===== src/rtl/clock_divide_pkg.sv =====
// clock_divide_pkg: shared types and defaults for the
// runtime-programmable clock divider controller.
package clock_divide_pkg;

  localparam int COUNT_WIDTH_DEF  = 8;
  localparam int DEFAULT_HALF_DEF = 4;

  localparam logic REQ0 = 1'b0;
  localparam logic REQ1 = 1'b1;

  typedef enum logic [1:0] {
    ST_IDLE     = 2'd0,
    ST_RUN      = 2'd1,
    ST_STOPPING = 2'd2
  } state_t;

endpackage


===== src/rtl/rr_arbiter2.sv =====
// rr_arbiter2: 2-way round-robin grant, pointer advances on grant.
// Ports: i_clock, i_reset_n, i_req[1:0], i_advance,
//        o_valid (any request), o_idx (winning requester).
module rr_arbiter2
  import clock_divide_pkg::*;
(
  input  logic       i_clock,
  input  logic       i_reset_n,
  input  logic [1:0] i_req,
  input  logic       i_advance,
  output logic       o_valid,
  output logic       o_idx
);

  logic r_ptr;

  assign o_valid = |i_req;

  always_comb begin
    o_idx = r_ptr;
    if (!i_req[r_ptr] && i_req[~r_ptr])
      o_idx = ~r_ptr;
  end

  // Favour the requester that did not just win.
  always_ff @(posedge i_clock or negedge i_reset_n) begin
    if (!i_reset_n)
      r_ptr <= REQ0;
    else if (i_advance && o_valid)
      r_ptr <= ~o_idx;
  end

endmodule


===== src/rtl/clock_divide_ctrl.sv =====
// clock_divide_ctrl: glitch-free programmable clock divider whose
// half-period is updated by two arbitrated requesters.
// Ports: i_clock, i_reset_n, i_enable, i_req[1:0],
//        i_half_count_0/1 (requested half-counts),
//        o_ack[1:0], o_clock, o_tick, o_running, o_busy,
//        o_active_half (half-count in use).
module clock_divide_ctrl
  import clock_divide_pkg::*;
#(
  parameter int COUNT_WIDTH  = COUNT_WIDTH_DEF,
  parameter int DEFAULT_HALF = DEFAULT_HALF_DEF
) (
  input  logic                   i_clock,
  input  logic                   i_reset_n,
  input  logic                   i_enable,
  input  logic [1:0]             i_req,
  input  logic [COUNT_WIDTH-1:0] i_half_count_0,
  input  logic [COUNT_WIDTH-1:0] i_half_count_1,
  output logic [1:0]             o_ack,
  output logic                   o_clock,
  output logic                   o_tick,
  output logic                   o_running,
  output logic                   o_busy,
  output logic [COUNT_WIDTH-1:0] o_active_half
);

  state_t                 r_state;
  logic [COUNT_WIDTH-1:0] r_count;
  logic [COUNT_WIDTH-1:0] r_active;
  logic [COUNT_WIDTH-1:0] r_pend;
  logic                   r_pend_idx;
  logic                   r_busy;
  logic                   r_clock;
  logic                   r_tick;
  logic                   r_running;
  logic [1:0]             r_ack;

  logic                   w_wrap;
  logic                   w_boundary;
  logic                   w_apply;
  logic                   w_grant_en;
  logic                   w_arb_valid;
  logic                   w_arb_idx;
  logic                   w_grant;
  logic [COUNT_WIDTH-1:0] w_hc_sel;

  assign w_wrap = (r_count == r_active);

  // Last low cycle before a rise: safe point to change ratio or stop.
  assign w_boundary = (r_state != ST_IDLE) && w_wrap && !r_clock;

  assign w_apply = r_busy &&
                   ((r_state == ST_IDLE) || w_boundary);

  // Block grants in the ack cycle: the acked requester still
  // holds i_req high during that cycle.
  assign w_grant_en = !r_busy && (r_ack == 2'b00);
  assign w_grant    = w_grant_en && w_arb_valid;

  assign w_hc_sel = (w_arb_idx == REQ1) ? i_half_count_1
                                        : i_half_count_0;

  rr_arbiter2 u_arb (
    .i_clock   (i_clock),
    .i_reset_n (i_reset_n),
    .i_req     (i_req),
    .i_advance (w_grant_en),
    .o_valid   (w_arb_valid),
    .o_idx     (w_arb_idx)
  );

  always_ff @(posedge i_clock or negedge i_reset_n) begin
    if (!i_reset_n) begin
      r_state    <= ST_IDLE;
      r_count    <= '0;
      r_active   <= COUNT_WIDTH'(DEFAULT_HALF);
      r_pend     <= '0;
      r_pend_idx <= REQ0;
      r_busy     <= 1'b0;
      r_clock    <= 1'b0;
      r_tick     <= 1'b0;
      r_running  <= 1'b0;
      r_ack      <= 2'b00;
    end else begin
      r_ack  <= 2'b00;
      r_tick <= 1'b0;

      if (w_apply) begin
        r_active          <= r_pend;
        r_ack[r_pend_idx] <= 1'b1;
        r_busy            <= 1'b0;
      end else if (w_grant) begin
        r_pend     <= w_hc_sel;
        r_pend_idx <= w_arb_idx;
        r_busy     <= 1'b1;
      end

      unique case (r_state)
        ST_IDLE: begin
          r_clock <= 1'b0;
          r_count <= '0;
          if (i_enable) begin
            r_state   <= ST_RUN;
            r_running <= 1'b1;
            r_clock   <= 1'b1;
            r_tick    <= 1'b1;
          end
        end
        ST_RUN, ST_STOPPING: begin
          if (!i_enable && w_boundary) begin
            r_state   <= ST_IDLE;
            r_running <= 1'b0;
            r_count   <= '0;
            r_clock   <= 1'b0;
          end else begin
            r_state <= i_enable ? ST_RUN : ST_STOPPING;
            if (w_wrap) begin
              r_count <= '0;
              r_clock <= ~r_clock;
              r_tick  <= ~r_clock;
            end else begin
              r_count <= r_count + 1'b1;
            end
          end
        end
        default: begin
          r_state   <= ST_IDLE;
          r_running <= 1'b0;
          r_count   <= '0;
          r_clock   <= 1'b0;
        end
      endcase
    end
  end

  assign o_ack         = r_ack;
  assign o_clock       = r_clock;
  assign o_tick        = r_tick;
  assign o_running     = r_running;
  assign o_busy        = r_busy;
  assign o_active_half = r_active;

endmodule


===== config.mk =====
export PLATFORM = sky130hd
export DESIGN_NAME = clock_divide_ctrl
export DESIGN_NICKNAME = d
export VERILOG_FILES = /design/src/rtl/clock_divide_pkg.sv /design/src/rtl/rr_arbiter2.sv /design/src/rtl/clock_divide_ctrl.sv
export SDC_FILE = /design/constraint.sdc
export NUM_CORES = 1
export LEC_CHECK = 0
export CAP_MARGIN = 20
export CORE_ASPECT_RATIO = 0.8
export CORE_MARGIN = 1
export CORE_UTILIZATION = 51
export CTS_CLUSTER_DIAMETER = 80
export CTS_CLUSTER_SIZE = 10
export DETAILED_ROUTE_END_ITERATION = 16
export PLACE_DENSITY_LB_ADDON = 0.05
export SLEW_MARGIN = 20
export SYNTH_ARGS = -nofsm -noshare
export SYNTH_HDL_FRONTEND = slang
export SYNTH_SLANG_ARGS = --single-unit

===== constraint.sdc =====
create_clock -name i_clock -period 1.89 [get_ports i_clock]
set_input_delay 0.378 -clock i_clock [delete_from_list [all_inputs] [get_ports i_clock]]
set_output_delay 0.378 -clock i_clock [all_outputs]
set_load 0.005 [all_outputs]

==> flow_summary.json <==
{
  "crit_fanout": 4,
  "seq_area_frac_synth": 0.466,
  "synth_flop_cell": "dfrtp_1",
  "die_h_um": 55.6,
  "min_period_over_period": 0.917,
  "cts_setup_buffers": 0,
  "gp_congestion": 0.801,
  "path_buf_inv": 1,
  "period_needed_ns": 1.73,
  "ys_top_cells_by_area": "dfrtp_1, nor2_1, a222oi_1",
  "finalHoldViolCount": 0,
  "antenna_cells": 0,
  "maxCapViolCount": 0,
  "drc_errors": 0,
  "post_drt_wl_per_cell_um": 14.7,
  "synth-seq-cells": 34,
  "cts_hold_buf": 0,
  "io_buffers": 34,
  "synth.top_cell.area_share": 0.451,
  "power.leakage_nw": 0.954,
  "cts-buffers-inserted": 5,
  "clock_latency_ns": 0.28,
  "synth.avg_cell_area_sq_um": 9.73,
  "start_kind": "flip-flop",
  "first_pass_iters": 4,
  "grt_max_degree": 35,
  "nFillCells": 266,
  "synthArstFlopShare": 1.00,
  "routed_wl_mm": 4.01,
  "syn_nets": 212,
  "min_path_type": "reg2reg",
  "grt_pass1_vias": 1540,
  "setup.worst_path.end_class": "output pin",
  "core_sq_um": 3420,
  "power_mw": 3.70,
  "initial_core_util": 0.534,
  "cts_resized": 0,
  "nets": 253,
  "ant_nets": 0,
  "critPathTopFamily": "flip-flops",
  "grt-ovfl-total": 0,
  "synthToLayoutAreaGrowth_pct": 27.4,
  "fin_skew_ns": 0.00534,
  "cp_data_arrival_time_ns": 1.36,
  "grt_pass1_wl_mm": 6.71,
  "clk_pin_slew_worst_paths_ns": 0.07,
  "max_stage_delay_ns": 0.57,
  "antenna_found_initial": 0,
  "dieArea_sq_um": 3830,
  "slew_viol_final": 0,
  "rsz0062_at_grt": "false",
  "tightest_slew_ns": 0.549,
  "reg2reg_slack_ns": 0.23,
  "ioPinCount": 35,
  "yosysTopAreaCell": "dfrtp_1",
  "ys_types": 39,
  "vdd_drop_max_v": 0.000799,
  "synth_cells": 188,
  "status": "completed",
  "max_freq_mhz": 577,
  "cts.sinks": 34,
  "rows": 19,
  "slew_headroom": 0.632,
  "required_ns": 1.51,
  "crit_type": "reg2out",
  "drtIter0Drc": 125,
  "synth_area_sq_um": 1830,
  "ys_warn_count": 0,
  "setup_tns_ns": 0,
  "die_w_um": 69.0,
  "vias": 1595,
  "dpl.hpwl_mm": 2.85,
  "drive_above_1_share": 0.0957,
  "setup_viol": 0,
  "crit_path_cell_trace": "clkdlybuf4s50_1",
  "slowest_stage": "dfstp_2",
  "track_usage": 0.236,
  "h-tree-depth": 2,
  "synth_edf_count": 0,
  "p_per_area_nw_per_um2": 1590,
  "cts_tree": "yes",
  "viasPerCell": 5.86,
  "clockRootBuffer": "clkbuf_8",
  "clockBufferDepth": 2
}
synthesized netlist by cell type, types with 2 or more instances:
| master | count |
|---|---|
| nor2_1 | 23 |
| nand3_1 | 14 |
| dfrtp_1 | 33 |
| nor2b_1 | 8 |
| ha_1 | 3 |
| clkbuf_1 | 2 |
| buf_2 | 5 |
| nand3b_1 | 2 |
| inv_1 | 4 |
| nand4_1 | 10 |
| a222oi_1 | 8 |
| nand2_1 | 6 |
| mux2i_1 | 8 |
| xnor2_1 | 9 |
| o21ai_0 | 11 |
| and3_1 | 2 |
| xor2_1 | 5 |
| nor3_1 | 3 |
| a21oi_1 | 12 |
state kept, by name (all words and copies together), names as in the netlist:
signal / count
o_active_half: 8
r_state: 2
o_ack: 2
o_busy: 1
r_pend_idx: 1
r_pend: 8
u_arb.r_ptr: 1
o_clock: 1
o_tick: 1
r_count: 8
o_running: 1
power breakdown:
group | internal, mW | switching, mW
sequential | 1.03 | 0.287
clock | 0.261 | 0.238
combinational | 0.941 | 0.936
total | 2.24 | 1.46
final cells by class:
type	instances	area, sq um	share of cell area
Clock buffer	8	80.1	0.0344
Inverter	5	18.8	0.00805
Multi-Input combinational cell	138	905	0.388
Sequential cell	34	852	0.366
Tap cell	42	52.6	0.0225
Timing Repair Buffer	45	423	0.181
stage by stage:
stage	hold WS, ns	worst slack (ns)	instances	area [sq um]	utilization
after floorplan	0.0824	0.345	188	1830	-
after detailed placement	0.458	0.141	264	2250	0.658
final	0.469	0.157	272	2330	0.681
after CTS	0.468	0.160	272	2330	0.681
after global placement	0.447	0.195	264	2250	0.658
after global routing	0.500	0.120	272	2330	0.681
final timing paths:
check / to / start / depth (start not counted)
min in group asynchronous: o_ack[1] / i_reset_n / 2
worst min-delay path: o_ack[0] / r_pend_idx / 1
max in group asynchronous: o_active_half[2] / i_reset_n / 2
worst min register to register: o_ack[0] / r_pend_idx / 1
worst max-delay path: o_active_half[2] / o_active_half[2] / 1
worst max register to register: o_clock / o_active_half[2] / 4
routing by layer:
layer	GRT usage	routed length (um)	up-vias	share of wire
met5	0	0	-	0
met4	0.0933	44	0	0.011
met3	0.0496	307	8	0.077
met2	0.351	1870	66	0.47
met1	0.333	1780	754	0.45
li1	-	-	767	-
cell usage in the layout, fill, tap and decap left out, types with 2 or more instances in the layout:
| cell type | synthesis | final |
|---|---|---|
| clkdlybuf4s50_1 | 0 | 34 |
| dfrtp_1 | 33 | 33 |
| nor2_1 | 23 | 23 |
| nand3_1 | 14 | 14 |
| a21oi_1 | 12 | 12 |
| buf_4 | 1 | 11 |
| nand4_1 | 10 | 10 |
| o21ai_0 | 11 | 10 |
| xnor2_1 | 9 | 9 |
| nor2b_1 | 8 | 8 |
| a222oi_1 | 8 | 8 |
| mux2i_1 | 8 | 8 |
| nand2_1 | 6 | 6 |
| xor2_1 | 5 | 5 |
| clkbuf_8 | 0 | 5 |
| inv_1 | 4 | 4 |
| nor3_1 | 3 | 3 |
| ha_1 | 3 | 3 |
| clkbuf_1 | 2 | 3 |
| and3_1 | 2 | 2 |
| o21ai_1 | 1 | 2 |
| nand3b_1 | 2 | 2 |
cells by family after synthesis:
kind of cell             after synthesis  synth area share
flip-flops                            34             0.466
buffers and inverters                 16            0.0431
AO/OA/AOI/OAI                         37             0.140
AND/OR/NAND/NOR                       75             0.214
adder cells (fa/ha/maj)                3            0.0205
multiplexers                           9            0.0499
XOR/XNOR                              14            0.0670
Power figures use the tool's default switching activity.
